### src/rtl/vga_pkg.sv
// Shared VGA constants: 640x480@60 timing, phase state types, and the colour /
// cell geometry used by the display stage.
package vga_pkg;

  localparam int CNT_W = 10;

  // Horizontal timing in pixels, vertical timing in lines.
  localparam int H_ACTIVE_LEN = 640;
  localparam int H_FP         = 16;
  localparam int H_SYNC_LEN   = 96;
  localparam int H_BP         = 48;
  localparam int V_ACTIVE_LEN = 480;
  localparam int V_FP         = 10;
  localparam int V_SYNC_LEN   = 2;
  localparam int V_BP         = 33;

  typedef enum logic [1:0] {
    H_ACTIVE = 2'd0,
    H_FRONT  = 2'd1,
    H_SYNC   = 2'd2,
    H_BACK   = 2'd3
  } h_state_t;

  typedef enum logic [1:0] {
    V_ACTIVE = 2'd0,
    V_FRONT  = 2'd1,
    V_SYNC   = 2'd2,
    V_BACK   = 2'd3
  } v_state_t;

  // 4:4:4 RGB colour and the board-cell grid drawn by the display stage.
  localparam int COLOR_W = 12;
  typedef logic [COLOR_W-1:0] rgb_t;
  localparam rgb_t COL_BLACK = 12'h000;
  localparam rgb_t COL_WHITE = 12'hFFF;
  localparam rgb_t COL_GRID  = 12'h444;
  localparam rgb_t COL_BG    = 12'h013;

  localparam int CELL_PX   = 32;
  localparam int GRID_COLS = H_ACTIVE_LEN / CELL_PX;
  localparam int GRID_ROWS = V_ACTIVE_LEN / CELL_PX;

endpackage

### src/rtl/tick_gen.sv
// Pixel-rate enable: divides clk by 4, p_tick is high for the one clk where
// the divider reads 3.
module tick_gen (
  input  logic clk,
  input  logic reset_n,
  output logic p_tick
);

  logic [1:0] div_q;

  always_ff @(posedge clk or negedge reset_n) begin
    if (!reset_n) div_q <= 2'd0;
    else          div_q <= div_q + 2'd1;
  end

  assign p_tick = (div_q == 2'd3);

endmodule

### src/rtl/vga_sync.sv
// VGA raster timing: pixel/line counters, horizontal and vertical phase FSMs,
// registered syncs/blanking aligned with x,y, and frame/vblank strobes.
module vga_sync
  import vga_pkg::*;
#(
  parameter int P_H_ACT  = H_ACTIVE_LEN,
  parameter int P_H_FP   = H_FP,
  parameter int P_H_SYNC = H_SYNC_LEN,
  parameter int P_H_BP   = H_BP,
  parameter int P_V_ACT  = V_ACTIVE_LEN,
  parameter int P_V_FP   = V_FP,
  parameter int P_V_SYNC = V_SYNC_LEN,
  parameter int P_V_BP   = V_BP
) (
  input  logic             clk,
  input  logic             reset_n,
  output logic [CNT_W-1:0] x,
  output logic [CNT_W-1:0] y,
  output logic             videoOn,
  output logic             hsync,
  output logic             vsync,
  output logic             p_tick,
  output logic             frame_start,
  output logic             vblank_start,
  output h_state_t         dbg_h_state,
  output v_state_t         dbg_v_state
);

  // Last count of each phase; a phase FSM leaves its state on the tick at that count.
  localparam logic [CNT_W-1:0] H_ACT_LAST  = CNT_W'(P_H_ACT - 1);
  localparam logic [CNT_W-1:0] H_FP_LAST   = CNT_W'(P_H_ACT + P_H_FP - 1);
  localparam logic [CNT_W-1:0] H_SYNC_LAST = CNT_W'(P_H_ACT + P_H_FP + P_H_SYNC - 1);
  localparam logic [CNT_W-1:0] H_LAST      = CNT_W'(P_H_ACT + P_H_FP + P_H_SYNC + P_H_BP - 1);
  localparam logic [CNT_W-1:0] V_ACT_LAST  = CNT_W'(P_V_ACT - 1);
  localparam logic [CNT_W-1:0] V_FP_LAST   = CNT_W'(P_V_ACT + P_V_FP - 1);
  localparam logic [CNT_W-1:0] V_SYNC_LAST = CNT_W'(P_V_ACT + P_V_FP + P_V_SYNC - 1);
  localparam logic [CNT_W-1:0] V_LAST      = CNT_W'(P_V_ACT + P_V_FP + P_V_SYNC + P_V_BP - 1);

  logic [CNT_W-1:0] x_q, x_d, y_q, y_d;
  h_state_t         h_q, h_d;
  v_state_t         v_q, v_d;
  logic             x_wrap, y_wrap, line_end;

  tick_gen u_tick_gen (
    .clk     (clk),
    .reset_n (reset_n),
    .p_tick  (p_tick)
  );

  assign x_wrap   = (x_q == H_LAST);
  assign y_wrap   = (y_q == V_LAST);
  assign line_end = p_tick && x_wrap;

  always_comb begin
    x_d = x_q;
    y_d = y_q;
    if (p_tick) x_d = x_wrap ? '0 : x_q + CNT_W'(1);
    if (line_end) y_d = y_wrap ? '0 : y_q + CNT_W'(1);
  end

  always_comb begin
    h_d = h_q;
    if (p_tick) begin
      case (h_q)
        H_ACTIVE: if (x_q == H_ACT_LAST)  h_d = H_FRONT;
        H_FRONT:  if (x_q == H_FP_LAST)   h_d = H_SYNC;
        H_SYNC:   if (x_q == H_SYNC_LAST) h_d = H_BACK;
        H_BACK:   if (x_q == H_LAST)      h_d = H_ACTIVE;
        default:                          h_d = H_ACTIVE;
      endcase
    end
  end

  always_comb begin
    v_d = v_q;
    if (line_end) begin
      case (v_q)
        V_ACTIVE: if (y_q == V_ACT_LAST)  v_d = V_FRONT;
        V_FRONT:  if (y_q == V_FP_LAST)   v_d = V_SYNC;
        V_SYNC:   if (y_q == V_SYNC_LAST) v_d = V_BACK;
        V_BACK:   if (y_q == V_LAST)      v_d = V_ACTIVE;
        default:                          v_d = V_ACTIVE;
      endcase
    end
  end

  always_ff @(posedge clk or negedge reset_n) begin
    if (!reset_n) begin
      x_q <= '0;
      y_q <= '0;
      h_q <= H_ACTIVE;
      v_q <= V_ACTIVE;
    end else begin
      x_q <= x_d;
      y_q <= y_d;
      h_q <= h_d;
      v_q <= v_d;
    end
  end

  // Outputs are decoded from next state so they change on the same edge as x,y.
  // videoOn resets low so the post-reset pixel (0,0) stays blanked.
  always_ff @(posedge clk or negedge reset_n) begin
    if (!reset_n) begin
      hsync        <= 1'b1;
      vsync        <= 1'b1;
      videoOn      <= 1'b0;
      frame_start  <= 1'b0;
      vblank_start <= 1'b0;
    end else begin
      frame_start  <= line_end && y_wrap;
      vblank_start <= line_end && (y_q == V_ACT_LAST);
      if (p_tick) begin
        hsync   <= (h_d != H_SYNC);
        vsync   <= (v_d != V_SYNC);
        videoOn <= (h_d == H_ACTIVE) && (v_d == V_ACTIVE);
      end
    end
  end

  assign x           = x_q;
  assign y           = y_q;
  assign dbg_h_state = h_q;
  assign dbg_v_state = v_q;

endmodule

### config.mk
export PLATFORM = sky130hd
export DESIGN_NAME = vga_sync
export DESIGN_NICKNAME = d
export VERILOG_FILES = /design/src/rtl/vga_pkg.sv /design/src/rtl/tick_gen.sv /design/src/rtl/vga_sync.sv
export SDC_FILE = /design/constraint.sdc
export NUM_CORES = 1
export LEC_CHECK = 0
export CAP_MARGIN = 20
export CORE_ASPECT_RATIO = 0.75
export CORE_MARGIN = 3
export CORE_UTILIZATION = 48
export CTS_BUF_LIST = sky130_fd_sc_hd__clkbuf_8
export CTS_CLUSTER_DIAMETER = 30
export DETAILED_ROUTE_END_ITERATION = 6
export PLACE_DENSITY = 0.75
export REMOVE_ABC_BUFFERS = 1
export SLEW_MARGIN = 10
export SYNTH_ARGS = -nofsm -noshare
export SYNTH_HDL_FRONTEND = slang
export SYNTH_SLANG_ARGS = --single-unit
### constraint.sdc
create_clock -name clk -period 5.3 [get_ports clk]
set_clock_uncertainty 0.15 [all_clocks]
set_input_delay 1.59 -clock clk [delete_from_list [all_inputs] [get_ports clk]]
set_output_delay 1.59 -clock clk [all_outputs]
set_load 0.01 [all_outputs]
# [After elaboration in Yosys (flattened, before gate mapping)]
# Cells that the tools add are included.
[totals] reg_bits=31 inputBits=2 out_inout_bits=30 elab_cells=52
[classes] addsub=3 eq_ne=17 mux=14 reduce_logical=8
[ops] op="10-bit equality test (second input constant)" n=5
[ops] op="10-bit by 9-bit equality test with 1-bit output (second input constant)" n=3
[ops] op="10-bit by 1-bit adder with 10-bit output (second input constant)" n=2
[ops] op="10-bit 2-to-1 mux" n=2
[ops] op="2-bit 2-to-1 mux" n=10
[ops] op="2-bit one-hot mux with 4 select lines" n=2
[ops] op="2-bit equality test (second input constant)" n=5
[ops] op="2-bit logical NOT" n=4
[ops] op="2-bit by 1-bit equality test with 1-bit output (second input constant)" n=2
[ops] op="1-bit logical AND" n=4
[ops] op="2-bit != test (second input constant)" n=2
[ops] op="2-bit by 1-bit adder with 2-bit output (second input constant)" n=1

# [Depth between registers and ports, before layout]
# Gate-level depths: netlist of the first run.
[logic_depth] depth_word=6 depth_mapped=8 depth_no_buf=8

# [Cells and area by module]
# A second synthesis of the first run with hierarchy kept.
[unflattened] cells_unflattened=166 area_unflattened_um2=1679.1
[by_module_without_submodules] module="vga_sync" n_inst=1 cells_each=162 area_each_um2=1612.8 seq_area_each_um2=728.2
[by_module_without_submodules] module="tick_gen" n_inst=1 cells_each=4 area_each_um2=66.3 seq_area_each_um2=50.0

# [Worst setup path after synthesis of the first run]
# Ideal clock, no wire load.
[synth_timing] kind="flip-flop to output port" startpoint="reg u_tick_gen.div_q[0]" endpoint="out p_tick" arrival_time_ns=0.627 required_time_ns=3.560 slack_ns=2.933 path_stages_with_launch=2 path_buffers=0 path_cell_list="dfrtp_1 > ha_1"
[synth_between] elab_chain_cells=1
[synth_lines] item="start, declared" line="tick_gen.sv:9" text="logic [1:0] div_q;"
[synth_lines] item="start signal, assigned" line="tick_gen.sv:13" text="else div_q <= div_q + 2'd1;"
[synth_lines] item="2-bit equality test" line="tick_gen.sv:16" text="assign p_tick = (div_q == 2'd3);"
[synth_lines] item="end, declared" line="vga_sync.sv:22" text="output logic p_tick,"
# Every way passes these cells.

# [Worst setup path after layout of the first run]
# Same ends and word-level chain as after synthesis.

==> flow_summary.ini, run 1 <==
[clock_network]
cts_tree = built
hold_buffers = 0
cts_setup_buffers = 0
htree_levels = 2
cts_buffer_depth = 2
worstSkewPairLatency_ns = 0.28
cts.clk_slew.worst_paths_ns = 0.06
cts.sinks = 31
root_buffer = clkbuf_8
cts.repair.resized = 0
cts-buffers-inserted = 5

[cells_and_area]
final_nets = 204
n_fill_cell = 241
final_util_pct = 66.7
layout-drive-gt1-share_pct = 8.08
antenna_cells = 0
area_delta_synth_final_pct = 26.7
design_area_um2 = 2070
multi_input_area_um2 = 787
seq_area_um2 = 778

[power]
irDropWorstVdd_mv = 0.113
finalPower_w = 0.000441
powerDensity_nw_per_um2 = 213
leakage_nw = 0.862

[routing]
avgRoutedWirePerCell_um = 15.1
wl_met1_um = 1810
drc = 0
wl_met3_um = 246
via_per_inst = 5.61
vias = 1325
first_pass_iters = 4
drt-initial-drc-count = 92
drt_wl_total_um = 3560
top_layer = met4
ant_nets = 0
wl_met2_um = 1480

[synthesis]
synth_common_cells = dfrtp_1, nand2_1, inv_1
synth.distinct_cells = 49
netlist_area_um2 = 1640
synthDominantCellAreaShare_pct = 44.4
syn_inst = 163
ys_seq_elements = 31
yosysMostFrequentCell = dfrtp_1
yosys-top-cells-area = dfrtp_1, xnor2_1, ha_1, dfstp_2, nand2_1
synth_area_leader_cell = dfrtp_1
synth_area_per_cell_um2 = 10.0
ys.flop_type = dfrtp_1
seq_area_frac_synth_pct = 47.6
async_flop_share_pct = 100
synth_edf_count = 0
yosys_warnings = 0

[sta]
tns_ns = 0
worst_slack_ns = 1.78
fmax_ghz = 0.284
fin_crit_sh_pct = 66.5
finalHoldViolCount = 0
finalSetupViolations = 0
min_period_ns = 3.52
slew-limit-headroom_pct = 56.5
tightest_slew_ns = 0.653
rsz0062_at_grt = no
maxSlewViolCount = 0

[global_routing]
grt-ovfl-total = 0
grt_max_degree = 32
grt_pass1_wl_um = 5970
grt_pass1_vias = 1253
grt_use_total_pct = 18.6
antenna_found_initial = 0

[setup_path]
path_cells = ha_1 -> clkdlybuf4s50_1
critPathSlowestCell = clkdlybuf4s50_1
max_stage_delay_ns = 0.65
start_kind = flop
cp.required_ns = 3.56
path_max_fanout = 15
critPathBufInv = 1
crit_arrival_ns = 1.78
critical-path-top-delay-family = buffers and inverters
end_kind = output pin
critPathKind = flop to output pin

[placement]
hpwlAfterDp_um = 2590
io_buffers = 31
dpl-instance-area_um2 = 1970
gp_congestion = 0.907
post-place-ws_ns = 2.09

[floorplanning]
start_util_pct = 52.7
core_um2 = 3110
rows = 17
io-pin-count = 32
dieArea_um2 = 4150
fp.dieW_um = 73.4
fp.dieH_um = 56.6

[run_status]
outcome = completed

[job]
drv_cap = 0

[worst_hold_path]
hold_path_class = flop to flop
[cell type report]
cell class	instances	area share [%]
clock buffer	7	4.65
clock inverter	1	0.181
inverter	11	1.99
multi-input combinational	116	38.0
sequential	31	37.6
tap	38	2.29
timing repair buffer	32	15.3
[power breakdown]
group,leakage (nW),internal (W),switching (W)
registers,0.407,0.000237,0
logic,0.400,0.00000113,0.00000442
clock network,0.0557,0.000116,0.0000819
[state kept, by name, summed over array words and instances, names as in the netlist]
name / count
x: 10
y: 10
dbg_h_state: 2
dbg_v_state: 2
u_tick_gen.div_q: 2
frame_start: 1
hsync: 1
vblank_start: 1
videoOn: 1
vsync: 1
[per-layer routing]
layer | track usage, % | up-vias
li1 | - | 648
met1 | 26.4 | 628
met2 | 27.0 | 44
met3 | 6.62 | 5
met4 | 4.91 | 0
met5 | 0 | -
[cell usage in the layout, fill, tap and decap left out, types with 2 or more instances in the layout]
cell type / netlist / layout
clkdlybuf4s50_1: 0 / 31
clkbuf_8: 0 / 7
nor2_1: 10 / 10
nor4_1: 2 / 2
and2_1: 2 / 2
xor2_1: 3 / 3
xnor2_1: 10 / 10
nand3b_1: 2 / 2
o211ai_1: 2 / 2
nand4_1: 8 / 8
o22ai_1: 2 / 2
ha_1: 5 / 5
dfstp_2: 2 / 2
nand3_1: 9 / 9
o21ai_0: 8 / 8
nand2_1: 14 / 14
inv_1: 11 / 12
nor3_1: 6 / 6
a21oi_1: 3 / 3
and3_1: 4 / 4
dfrtp_1: 29 / 29
[worst paths after layout]
path,from,end,slack [ns],cells after the start
setup / recovery,u_tick_gen.div_q[0]$_DFF_PN0_,p_tick,1.78,2
hold / removal,u_tick_gen.div_q[0]$_DFF_PN0_,u_tick_gen.div_q[0]$_DFF_PN0_,0.29,1
setup reg to reg,u_tick_gen.div_q[0]$_DFF_PN0_,videoOn$_DFFE_PN0P_,2.47,6
hold reg to reg,u_tick_gen.div_q[0]$_DFF_PN0_,u_tick_gen.div_q[0]$_DFF_PN0_,0.29,1
max in group asynchronous,reset_n,hsync$_DFFE_PN1P_,3.12,2
min in group asynchronous,reset_n,y[7]$_DFFE_PN0N_,1.56,2
[metrics by stage]
step                hold WS [ns]  instances
floorplan                  0.251        158
global placement           0.264        228
detailed placement         0.281        228
CTS                        0.290        236
global route               0.316        236
finish                     0.285        236
[cell families (layout without fill, tap and decap cells)]
kind of cell | count (synthesis) | in the layout | synth area share [%]
compound gates | 24 | 24 | 10.3
xor+xnor | 13 | 13 | 6.96
fa+ha+maj | 5 | 5 | 3.83
buf+inv | 16 | 51 | 4.28
flops | 31 | 31 | 47.6
mux | 2 | 2 | 1.30
simple gates | 72 | 72 | 25.7
Power figures use the tool's default switching activity.
==> inputs of run 2 (changes only) <==
--- a/config.mk
+++ b/config.mk
@@ -12,7 +12,7 @@
 export CTS_BUF_LIST = sky130_fd_sc_hd__clkbuf_8
 export CTS_CLUSTER_DIAMETER = 30
 export DETAILED_ROUTE_END_ITERATION = 6
-export PLACE_DENSITY = 0.75
+export PLACE_DENSITY = 0.78
 export REMOVE_ABC_BUFFERS = 1
 export SLEW_MARGIN = 10
 export SYNTH_ARGS = -nofsm -noshare
==> constraint.sdc (replaced) <==
create_clock -name clk -period 3.1 [get_ports clk]
set_clock_uncertainty 0.15 [all_clocks]
set_input_delay 0.93 -clock clk [delete_from_list [all_inputs] [get_ports clk]]
set_output_delay 0.93 -clock clk [all_outputs]
set_load 0.01 [all_outputs]
==> run 2 against run 1 <==
Critical path type unchanged. Non-clock buffer count rose by 1. Sequential cell count unchanged. Die area did not move. Design area rose by 0.36%. Largest cell class unchanged. First-iteration DRC count increased by 86%. Highest routed layer unchanged. Setup slack worse by 1.2 ns. Sequential power is 71% higher.
==> flow_summary.ini, run 2 (synthesized netlist as in run 1, its figures left out) <==
[placement]
hpwlAfterDp_um = 2670
dpl-instance-area_um2 = 1980
gp_congestion = 0.914
dp_cells = 229
io_buffers = 31

[sta]
rsz0062_at_grt = no
finalSetupViolations = 0
tightest_slew_ns = 0.559
finalHoldViolCount = 0
fmax_ghz = 0.390
fin_crit_sh_pct = 82.6
slew-limit-headroom_pct = 62.7
tns_ns = 0
min_period_ns = 2.56
maxSlewViolCount = 0

[floorplanning]
fp.dieW_um = 73.4
dieArea_um2 = 4150
io-pin-count = 32
rows = 17
core_um2 = 3110
start_util_pct = 52.7
fp.dieH_um = 56.6

[clock_network]
htree_levels = 2
cts_setup_buffers = 0
hold_buffers = 0
cts_tree = built
cts.repair.resized = 0
cts.sinks = 31
root_buffer = clkbuf_8
cts-buffers-inserted = 5
worstSkewPairLatency_ns = 0.28
cts_buffer_depth = 2
cts.clk_slew.worst_paths_ns = 0.06

[cells_and_area]
fin_cells = 237
final_util_pct = 67.0
final_nets = 205
antenna_cells = 0
design_area_um2 = 2080
final_cell_mix = clkdlybuf4s50_1, dfrtp_1, nand2_1, inv_1
area_delta_synth_final_pct = 27.2
layout_commonest_cell = clkdlybuf4s50_1
layout-drive-gt1-share_pct = 8.54

[job]
drv_cap = 0

[setup_path]
critPathKind = flop to output pin
end_kind = output pin
path_max_fanout = 7
reg2reg_depth = 6
crit_arrival_ns = 1.48
cp.required_ns = 2.02
start_kind = flop

[global_routing]
grt_use_total_pct = 19.4
antenna_found_initial = 0
grt_max_degree = 32
grt-ovfl-total = 0
grt_pass1_vias = 1255
grt_pass1_wl_um = 6150

[routing]
vias = 1366
drc = 0
ant_nets = 0
via_per_inst = 5.76
first_pass_iters = 4
avgRoutedWirePerCell_um = 15.1
drt-initial-drc-count = 171
drt_wl_total_um = 3590

[worst_hold_path]
holdPathStages = 1
hold_path_class = flop to flop

[run_status]
outcome = completed

[power]
powerDensity_nw_per_um2 = 363
leakage_nw = 0.868
irDropWorstVdd_mv = 0.256
finalPower_w = 0.000755
==> run 2: changes by cell type in the layout (fill, tap and decap cells not counted), sizes merged <==
cell	change
buf	+1
==> run 2: power by group <==
group	total, W	internal (W)	leakage (nW)	switching [W]
logic	0.00000948	0.00000192	0.405	0.00000756
clock network	0.000341	0.000199	0.0557	0.000142
registers	0.000405	0.000405	0.407	0
==> run 2: path summary, 6_finish.rpt <==
path	from	endpoint	slack (ns)
max	u_tick_gen.div_q[0]$_DFF_PN0_	p_tick	0.54
min	u_tick_gen.div_q[0]$_DFF_PN0_	u_tick_gen.div_q[0]$_DFF_PN0_	0.28
max reg2reg	x[0]$_DFFE_PN0P_	videoOn$_DFFE_PN0P_	0.62
min reg2reg	u_tick_gen.div_q[0]$_DFF_PN0_	u_tick_gen.div_q[0]$_DFF_PN0_	0.28
max in group asynchronous	reset_n	vsync$_DFFE_PN1P_	1.59
min in group asynchronous	reset_n	vblank_start$_DFF_PN0_	0.89
==> run 2: cell type report <==
type,count,area (µm²)
fill,228,1030
multi-input combinational,116,787
sequential,31,778
timing repair buffer,33,325
clock buffer,7,96.3
tap,38,47.5
inverter,11,41.3
clock inverter,1,3.75
==> run 2: per-stage QoR <==
stage	hold WS [ns]	setup slack (ns)
after CTS	0.277	0.531
after floorplan	0.251	0.674
after global placement	0.264	0.788
after global routing	0.308	0.444
final	0.279	0.538
after detailed placement	0.269	0.665
==> run 2: layer usage <==
metal  track usage (%)  up-vias  part of all wire, %
met5                 0        -                    0
met4              6.72        0                 0.95
met3              5.37        5                  7.5
met2              26.4       52                   44
met1              29.3      657                   48
li1                  -      652                    -
==> run 2: worst max-delay path, stage by stage (launching register included) <==
cell and delay, ns:
dfrtp_1 0.35, ha_1 0.28, clkdlybuf4s50_1 0.58
==> inputs of run 3 (changes only) <==
--- a/config.mk
+++ b/config.mk
@@ -12,7 +12,7 @@
 export CTS_BUF_LIST = sky130_fd_sc_hd__clkbuf_8
 export CTS_CLUSTER_DIAMETER = 30
 export DETAILED_ROUTE_END_ITERATION = 6
-export PLACE_DENSITY = 0.78
+export PLACE_DENSITY = 0.75
 export REMOVE_ABC_BUFFERS = 1
 export SLEW_MARGIN = 10
 export SYNTH_ARGS = -nofsm -noshare
==> constraint.sdc (replaced) <==
create_clock -name clk -period 2.6 [get_ports clk]
set_clock_uncertainty 0.15 [all_clocks]
set_input_delay 0.78 -clock clk [delete_from_list [all_inputs] [get_ports clk]]
set_output_delay 0.78 -clock clk [all_outputs]
set_load 0.01 [all_outputs]
==> run 3 against run 2 <==
Clock power up 21%. Setup slack worse by 0.30 ns. Register-to-register slack worse by 0.31 ns. Critical endpoint is now y[5]. Largest cell class unchanged.
==> flow_summary.ini, run 3 (synthesized netlist as in run 1, its figures left out) <==
[run_status]
outcome = completed

[setup_path]
critical-path-top-delay-family = buffers and inverters
end_kind = output pin
crit_arrival_ns = 1.43
r2r-start = x[1]$_DFFE_PN0P_
path_cells = clkdlybuf4s50_1
max_stage_delay_ns = 0.61
cp.required_ns = 1.67
critPathBufInv = 1
start_kind = flop
critPathSlowestCell = clkdlybuf4s50_1
critPathKind = flop to output pin
path_max_fanout = 8
startpoint = y[5]$_DFFE_PN0N_

[placement]
io_buffers = 31
gp_congestion = 0.923
hpwlAfterDp_um = 2710
dpl-instance-area_um2 = 1990
dp_cells = 231

[routing]
avgRoutedWirePerCell_um = 15.9
drc = 0
ant_nets = 0
via_per_inst = 5.72
first_pass_iters = 4
drt-initial-drc-count = 116
drt_wl_total_um = 3810
vias = 1368

[power]
switching_share_pct = 20.3
irDropWorstVdd_mv = 0.306
powerDensity_nw_per_um2 = 432
pwr-share-comb_pct = 1.2
seqPwrFrac_pct = 53.3
power_frac_clock_pct = 45.5
power_switching_w = 0.000184
leakage_nw = 0.879
internal_power_w = 0.000722

[floorplanning]
start_util_pct = 52.7
io-pin-count = 32
rows = 17
fp.dieW_um = 73.4
fp.dieH_um = 56.6
core_um2 = 3110
dieArea_um2 = 4150

[clock_network]
htree_levels = 2
cts.clk_slew.worst_paths_ns = 0.07
worstSkewPairLatency_ns = 0.29
cts.sinks = 31
root_buffer = clkbuf_8
cts_buffer_depth = 2
hold_buffers = 0
cts_setup_buffers = 0
cts_tree = built
cts.repair.resized = 0
cts-buffers-inserted = 5

[global_routing]
grt_pass1_vias = 1302
antenna_found_initial = 0
grt_max_degree = 32
grt_use_total_pct = 20.3
grt-ovfl-total = 0
grt_pass1_wl_um = 6400

[cells_and_area]
multi_input_area_um2 = 787
final_nets = 207
layout_commonest_cell = clkdlybuf4s50_1
layout-drive-gt1-share_pct = 9.45
antenna_cells = 0
n_fill_cell = 250
seq_area_um2 = 778
final_cell_mix = clkdlybuf4s50_1, dfrtp_1, nand2_1, inv_1
area_delta_synth_final_pct = 28.1
final_util_pct = 67.4
design_area_um2 = 2090
fin_cells = 239

[sta]
tns_ns = 0
slew-limit-headroom_pct = 72.9
finalSetupViolations = 0
tightest_slew_ns = 0.403
fmax_ghz = 0.424
rsz0062_at_grt = no
maxSlewViolCount = 0
fin_crit_sh_pct = 90.7
finalHoldViolCount = 0
min_period_ns = 2.36

[worst_hold_path]
hp-start = u_tick_gen.div_q[0]$_DFF_PN0_
hold_path_class = flop to flop

[job]
drv_cap = 0
==> run 3: cell count changes in the layout (fill, tap and decap cells not counted), sizes merged <==
cell  change
buf       +2
==> run 3: worst paths after layout <==
| check | to | slack [ns] | cells after the start |
|---|---|---|---|
| max | y[5] | 0.24 | 1 |
| min | u_tick_gen.div_q[0]$_DFF_PN0_ | 0.28 | 1 |
| max reg2reg | y[8]$_DFFE_PN0N_ | 0.31 | 7 |
| min reg2reg | u_tick_gen.div_q[0]$_DFF_PN0_ | 0.28 | 1 |
| max in group asynchronous | vsync$_DFFE_PN1P_ | 1.24 | 2 |
| min in group asynchronous | y[5]$_DFFE_PN0N_ | 0.73 | 2 |
==> run 3: layout make-up <==
type                    instances  area share, %
multi-input cells             116           37.6
flip-flops and latches         31           37.2
repair buffers                 35           16.2
clock buffers                   7           4.60
well taps                      38           2.27
inverters                      11           1.97
clock inverters                 1          0.179
==> run 3: layer usage <==
metal  GRT usage [%]  vias up  wire length [µm]
met1            30.0      662              1820
met5               0        -                 0
met4            7.24        0                42
met3            4.83        5               225
met2            28.8       44              1730
li1                -      657                 -
==> run 3: power groups by stage <==
stage / Sequential (W) / Clock (W) / Combinational (W)
2_1_floorplan: 0.000491 / 0 / 0.000000000284
3_3_place_gp: 0.000491 / 0 / 0.0000118
3_5_place_dp: 0.000491 / 0 / 0.0000122
4_1_cts: 0.000483 / 0.000420 / 0.0000122
5_1_grt: 0.000482 / 0.000437 / 0.0000136
6_report: 0.000483 / 0.000412 / 0.0000113
==> run 3: per-stage QoR <==
step,setup slack (ns),hold WS (ns),power [W]
after detailed placement,0.333,0.275,0.000503
after CTS,0.240,0.284,0.000915
after floorplan,0.174,0.251,0.000491
after global placement,0.412,0.262,0.000503
after global routing,0.169,0.306,0.000932
final,0.241,0.281,0.000906
